## src/rtl/serial_magnitude_comparator.sv

```systemverilog
`timescale 1ns/1ps
// serial_magnitude_comparator
//   Multi-cycle unsigned magnitude comparator. Operands are captured on an
//   accepted start, then one 2-bit slice per cycle (MSB first) goes through a
//   2-bit G/E/L compare. The slice results are folded into a registered verdict.
//
//   Optional build macro: SERIAL_CMP_EARLY_EXIT_EN
//     defined   : RUN ends on the first slice whose result differs from EQ
//     undefined : RUN always lasts WIDTH/2 cycles (fixed latency)
//
// Ports
//   clk    in   1      rising-edge clock
//   rst_n  in   1      asynchronous active-low reset
//   start  in   1      request, sampled only in IDLE
//   a      in   WIDTH  operand A (unsigned), captured on accepted start
//   b      in   WIDTH  operand B (unsigned), captured on accepted start
//   busy   out  1      high in RUN and DONE
//   done   out  1      one-cycle pulse, G/E/L valid in this cycle
//   G      out  1      a >  b
//   E      out  1      a == b
//   L      out  1      a <  b
module serial_magnitude_comparator #(
    parameter int unsigned WIDTH = 8
) (
    input  logic             clk,
    input  logic             rst_n,
    input  logic             start,
    input  logic [WIDTH-1:0] a,
    input  logic [WIDTH-1:0] b,
    output logic             busy,
    output logic             done,
    output logic             G,
    output logic             E,
    output logic             L
);

    localparam int unsigned SLICES = WIDTH / 2;
    localparam int unsigned CNT_W  = $clog2(SLICES + 1);

    // Operands are consumed two bits at a time, so the width must split evenly.
    if ((WIDTH < 2) || ((WIDTH % 2) != 0)) begin : g_width_check
        $error("serial_magnitude_comparator: WIDTH must be even and >= 2");
    end

    typedef enum logic [1:0] {
        S_IDLE = 2'd0,
        S_RUN  = 2'd1,
        S_DONE = 2'd2
    } state_t;

    typedef enum logic [1:0] {
        CMP_EQ = 2'd0,
        CMP_GT = 2'd1,
        CMP_LT = 2'd2
    } cmp_t;

    state_t             state_q, state_d;
    logic [WIDTH-1:0]   a_sh_q, a_sh_d;
    logic [WIDTH-1:0]   b_sh_q, b_sh_d;
    logic [CNT_W-1:0]   cnt_q, cnt_d;
    cmp_t               acc_q, acc_d;
    logic               busy_q, busy_d;
    logic               done_q, done_d;
    logic               g_q, g_d;
    logic               e_q, e_d;
    logic               l_q, l_d;

    logic [1:0]         slice_a;
    logic [1:0]         slice_b;
    cmp_t               slice_res;
    cmp_t               acc_fold;
    logic               last_slice;
    logic               run_exit;

    // 2-bit compare stage on the current top slice
    always_comb begin
        slice_a   = a_sh_q[WIDTH-1 -: 2];
        slice_b   = b_sh_q[WIDTH-1 -: 2];
        slice_res = CMP_EQ;
        if (slice_a > slice_b) begin
            slice_res = CMP_GT;
        end else if (slice_a < slice_b) begin
            slice_res = CMP_LT;
        end
    end

    // A decided verdict from a more significant slice is never overridden.
    always_comb begin
        acc_fold   = (acc_q == CMP_EQ) ? slice_res : acc_q;
        last_slice = (cnt_q == CNT_W'(1));
`ifdef SERIAL_CMP_EARLY_EXIT_EN
        run_exit   = last_slice || (acc_fold != CMP_EQ);
`else
        run_exit   = last_slice;
`endif
    end

    // Next-state and registered-output logic
    always_comb begin
        state_d = state_q;
        a_sh_d  = a_sh_q;
        b_sh_d  = b_sh_q;
        cnt_d   = cnt_q;
        acc_d   = acc_q;
        busy_d  = busy_q;
        done_d  = 1'b0;
        g_d     = g_q;
        e_d     = e_q;
        l_d     = l_q;

        unique case (state_q)
            S_IDLE: begin
                if (start) begin
                    state_d = S_RUN;
                    a_sh_d  = a;
                    b_sh_d  = b;
                    cnt_d   = CNT_W'(SLICES);
                    acc_d   = CMP_EQ;
                    busy_d  = 1'b1;
                    // Drop the previous verdict so nothing stale shows while busy.
                    g_d     = 1'b0;
                    e_d     = 1'b0;
                    l_d     = 1'b0;
                end
            end
            S_RUN: begin
                a_sh_d = a_sh_q << 2;
                b_sh_d = b_sh_q << 2;
                cnt_d  = cnt_q - CNT_W'(1);
                acc_d  = acc_fold;
                if (run_exit) begin
                    state_d = S_DONE;
                    done_d  = 1'b1;
                    g_d     = (acc_fold == CMP_GT);
                    e_d     = (acc_fold == CMP_EQ);
                    l_d     = (acc_fold == CMP_LT);
                end
            end
            S_DONE: begin
                state_d = S_IDLE;
                busy_d  = 1'b0;
            end
            default: begin
                state_d = S_IDLE;
                busy_d  = 1'b0;
            end
        endcase
    end

    // State and output registers
    always_ff @(posedge clk or negedge rst_n) begin
        if (!rst_n) begin
            state_q <= S_IDLE;
            a_sh_q  <= '0;
            b_sh_q  <= '0;
            cnt_q   <= '0;
            acc_q   <= CMP_EQ;
            busy_q  <= 1'b0;
            done_q  <= 1'b0;
            g_q     <= 1'b0;
            e_q     <= 1'b0;
            l_q     <= 1'b0;
        end else begin
            state_q <= state_d;
            a_sh_q  <= a_sh_d;
            b_sh_q  <= b_sh_d;
            cnt_q   <= cnt_d;
            acc_q   <= acc_d;
            busy_q  <= busy_d;
            done_q  <= done_d;
            g_q     <= g_d;
            e_q     <= e_d;
            l_q     <= l_d;
        end
    end

    assign busy = busy_q;
    assign done = done_q;
    assign G    = g_q;
    assign E    = e_q;
    assign L    = l_q;

endmodule

```

## config.mk

```make
export PLATFORM = sky130hd
export DESIGN_NAME = serial_magnitude_comparator
export DESIGN_NICKNAME = d
export VERILOG_FILES = /design/src/rtl/serial_magnitude_comparator.sv
export SDC_FILE = /design/constraint.sdc
export NUM_CORES = 1
export LEC_CHECK = 0
export ABC_CLOCK_PERIOD_IN_PS = 1600
export BUFFER_PORTS_ARGS = -buffer_cell sky130_fd_sc_hd__buf_2
export CELL_PAD_IN_SITES_DETAIL_PLACEMENT = 2
export CELL_PAD_IN_SITES_GLOBAL_PLACEMENT = 2
export CORE_MARGIN = 2
export CORE_UTILIZATION = 30
export DETAILED_ROUTE_END_ITERATION = 8
export GPL_TIMING_DRIVEN = 0
export PLACE_DENSITY_LB_ADDON = 0.3
export SLEW_MARGIN = 20
export SYNTH_ARGS = -nofsm -noshare
export SYNTH_HDL_FRONTEND = slang
export SYNTH_SLANG_ARGS = --single-unit
```

## constraint.sdc

```tcl
create_clock -name clk -period 1.6 [get_ports clk]
set_clock_uncertainty 0.2 [all_clocks]
set_input_delay 0.32 -clock clk [delete_from_list [all_inputs] [get_ports clk]]
set_output_delay 0.32 -clock clk [all_outputs]
set_load 0.01 [all_outputs]
```

* Yosys cells after proc, flatten, opt, wreduce, memory -nomap -nowiden *
Index checks and enable logic that the tools add are counted.

cells by class
  bitwise gates (word level) = 1
  shift operators = 0
  equal/unequal tests = 6
  reduce and logical (&&, ||, !) cells = 8
  multiplexer cells = 25
  add/subtract/negate cells = 1
  div/mod/pow operators = 0
  multipliers = 0
  order comparisons = 2

operator list
  cell                 count
  $pmux 8 s2           2
  $mux 8               2
  $mux 2               6
  $pmux 1 s2           4
  $pmux 2 s2           2
  $mux 1               7
  $logic_not 2->1      3
  $pmux 3 s2           1
  $reduce_and 2->1     3
  $eq 2x1->1 const B   2
  $ne 2x2->1 const B   2
  $eq 3x1->1 const B   1
  $mux 3               1
  $reduce_and 3->1     1
  $sub 3x1->3 const B  1
  $eq 2x2->1 const B   1
  $gt 2x2->1           1
  $lt 2x2->1           1
  $reduce_bool 2->1    1
  $not 1->1            1

storage, ports and cells
  RAM bits = 0
  output and inout bits = 5
  input port bits = 19
  bits in read-only memories = 0
  flip-flop bits (word level) = 28
  word-level logic and storage cells = 53
  bits in latches = 0
  memories kept = 0

* Depth between registers and ports, before layout *
  depth in word-level cells = 7
  gate-level depth with buffers = 6
  mapped depth without buffers = 6

* Least setup slack after synthesis *
OpenSTA, ideal clock, no wires.

  path kind = reg-to-reg
  start point = register a_sh_q[7]
  end point = register e_q, in the netlist E
  data required time = 1308 ps
  slack = 79 ps
  period minus slack after synthesis = 1521 ps
  arrival = 1229 ps
  setup time = 92 ps
  path buffers = 0
  stages on the path, launching flop included = 5
  cells stage by stage = dfrtp_1 > ha_1 > a21oi_1 > or2_2 > o31ai_2

between the ends
  longest elaborated chain between the ends = 7

RTL lines
  item                    RTL line  text
  from (decl)             58        logic [WIDTH-1:0] a_sh_q, a_sh_d;
  from (signal assigned)  165       a_sh_q <= a_sh_d;
  $lt 2x2->1              82        end else if (slice_a < slice_b) begin
  $mux 2                  82
  $mux 2 (*)              80        if (slice_a > slice_b) begin
  $mux 2 (*)              89        acc_fold = (acc_q == CMP_EQ) ? slice_res : acc_q;
  $logic_not 2->1 (*)     135       e_d = (acc_fold == CMP_EQ);
  $mux 1 (*)              131       if (run_exit) begin
  $pmux 1 s2 (*)          111       unique case (state_q)
  to (signal assigned)    161       e_q <= 1'b0;
  to (signal assigned)    172       e_q <= e_d;
  to (decl)               65        logic e_q, e_d;

Mark *: on every way between the ends. The rest lies on a longest branch, timed or not. The select of a mux whose other input is x is not followed.
A chain may end at the register's enable or synchronous reset.

* Worst setup path in the final report *
  start point = register state_q[1]
  end point = register e_q, in the netlist E

between the ends
  longest elaborated chain between the ends = 3

RTL lines
  item                                                       RTL line  text
  from (decl)                                                57        state_t state_q, state_d;
  from (signal assigned)                                     164       state_q <= state_d;
  $eq 2x1->1 or $logic_not 2->1 (tied branches)              111
  $ne 2x2->1 (no line) or $reduce_bool 2->1 (tied branches)  --
  $reduce_and 3->1 (no line)                                 --

Several ways; a longest one is shown, not always the timed one.

==> impl_metrics.ini <==
[synth]
avgSynthCellArea_um2 = 10.4
synth_top_area_share_pct = 51.8
synth_top_area_cell = dfrtp_1
ys_warn_count = 0
synth_async_sr_flop_share_pct = 100
syn_nets = 153
synth.top_cells.by_area = dfrtp_1, mux2i_1, nand2_1, o21ai_0, ha_1
synth-edff-count = 0
synthFlopType = dfrtp_1
synth_cell_types = 26
ys_seq_area_share_pct = 51.8
syn_inst = 130
ys_seq_elements = 28
syn-cell-area_um2 = 1350

[power]
p_seq_share_pct = 36.0
p_int_w = 0.00199
p_clk_share_pct = 17.9
leakagePower_nw = 0.770
power-per-cell-area_nw_per_um2 = 1910
p_comb_share_pct = 46.1
power.switching_w = 0.00123
power_w = 0.00322
ir_drop_mv = 0.577
swShare_pct = 38.1

[timing]
slew-limit-headroom_pct = 56.0
fmax_mhz = 642
maxSlewViolCount = 0
rsz0062_at_grt = true
hold_viol = 0
setup_viol = 0
setup_ws_ns = 0.0434
worst_pin_slew_ns = 0.659
min_period_over_period_pct = 97.3
period_minus_slack_ns = 1.56

[status]
outcome = completed

[clock_network]
clock_path_buffers = 2
cts_root_buf = clkbuf_8
cts_tree = yes
worstSkewPairLatency_ns = 0.28
clock_sinks = 28
htree_levels = 1
cts_made_buffers = 3
clk_pin_slew_ns = 0.10

[global_routing]
antenna_found_initial = 0
grt_pass1_wl_mm = 5.73
grt_pass1_vias = 1152
gr-total-overflow = 0
grt_usage_pct = 14.6
grt_max_degree = 29

[die]
die_h_um = 71.2
rows = 24
core_um2 = 4350
io_pins = 24
die_w_um = 71.2
start_util_pct = 31.1
dieArea_um2 = 5070

[setup_path]
critPathKind = flop to flop
critical_path_arrival_ns = 1.53
cp-start-kind = flop
rr_worst_depth = 5
cp-end-kind = flop
crit_fanout = 10
cp.required_ns = 1.57

[placed_design]
gp_congestion = 0.737
hpwl_mm = 2.47
io_buffers = 23
pre_cts_slack_ns = -0.108

[layout]
final_common_cell = dfrtp_1
area_delta_synth_final_pct = 24.3
nets = 183
layout-drive-gt1-share_pct = 28.3
final_core_util_pct = 38.6
layout_common_cells = dfrtp_1, buf_2, nand2_1
insertedDiodeCount = 0

[drt]
wire_per_inst_um = 16.2
dr.pass1.iters = 2
antenna_left = 0
drc_errors = 0
dr_total_vias = 1044
routed_wl_mm = 3.42
vias_per_cell = 4.95
drtIter0Drc = 19

[hold_path]
hp-class = input pin to flop
hold_path_depth = 2

[run]
max_cap_violations = 0
[synth_stat cells, types with 2 or more instances]
library cell / count
dfrtp_1: 28
nand2_1: 19
o21ai_0: 13
mux2i_1: 12
a21oi_1: 7
o21ai_1: 7
inv_1: 6
nor2b_1: 5
buf_2: 4
ha_1: 4
nor2_1: 4
a22o_1: 3
buf_6: 2
nand2b_1: 2
nand3b_1: 2
o21bai_1: 2
[path summary, 6_finish.rpt]
check                                 from  slack (ns)   endpoint
worst max-delay path            state_q[1]        0.04          E
worst min-delay path                  b[0]        0.05  b_sh_q[0]
worst max register to register  state_q[1]        0.04          E
worst min register to register   b_sh_q[5]        0.29  b_sh_q[5]
max in group asynchronous            rst_n        0.38  a_sh_q[0]
min in group asynchronous            rst_n        0.39  b_sh_q[6]
[final cells by class]
cell class / count / area (um2)
buffer: 7 / 50.0
sequential: 28 / 701
multi-input combinational: 89 / 641
clock buffer: 3 / 41.3
fill: 488 / 2670
tap: 52 / 65.1
inverter: 6 / 22.5
clock inverter: 1 / 30.0
timing repair buffer: 25 / 133
[state kept, by name, summed over array words and instances, names as in the netlist]
name     cells
E            1
a_sh_q       8
state_q      2
cnt_q        3
L            1
G            1
b_sh_q       8
busy         1
done         1
acc_q        2
[metal layers]
layer	wire length, um	track usage, %	up-vias
li1	-	-	502
met1	1530	18.7	525
met2	1790	25.5	12
met3	65	2.28	5
met4	33	3.77	0
met5	0	0	-
[critical path, cell delays in order (launching register included)]
cell,delay (ns)
dfrtp_1,0.41
buf_2,0.21
nor3b_4,0.31
nor2_4,0.10
nand2_1,0.13
o31ai_4,0.08
[stage by stage]
| stage | hold WS (ns) | instances | TNS (ns) | area, um2 |
|---|---|---|---|---|
| 2_1_floorplan | -0.176 | 130 | 0 | 1350 |
| 3_3_place_gp | 0.184 | 205 | -0.00281 | 1530 |
| 3_5_place_dp | 0.196 | 205 | -0.229 | 1530 |
| 4_1_cts | 0.0478 | 211 | 0 | 1640 |
| 5_1_grt | 0.0660 | 211 | -0.0107 | 1680 |
| 6_report | 0.0497 | 211 | 0 | 1680 |
[kinds of logic (layout without fill, tap and decap cells)]
group,Yosys count,count (layout),share of synthesized area [%]
flip-flops,28,28,51.8
AO/OA/AOI/OAI,34,34,14.5
adder cells (fa/ha/maj),4,4,3.70
AND/OR/NAND/NOR,39,39,15.8
buffers and inverters,13,42,5.36
multiplexers,12,12,8.87
[power groups by stage]
stage                     Sequential, W  Clock, W  Combinational, W
after floorplan                 0.00114         0          0.000923
after global placement          0.00114         0           0.00123
after detailed placement        0.00117         0           0.00131
after CTS                       0.00115  0.000582           0.00139
after global routing            0.00120  0.000613           0.00167
final                           0.00116  0.000576           0.00148
[repair_timing]
action / CTS / global route
endpoints found under the setup margin: 4 / 4
pin swaps: 1 / 0
hold buffers: 1 / 0
resized for setup: 4 / 6
endpoints found under the hold margin: 28 / 0
buffers inserted: 1 / 0
Note: power is estimated with default switching activity, not from simulation.
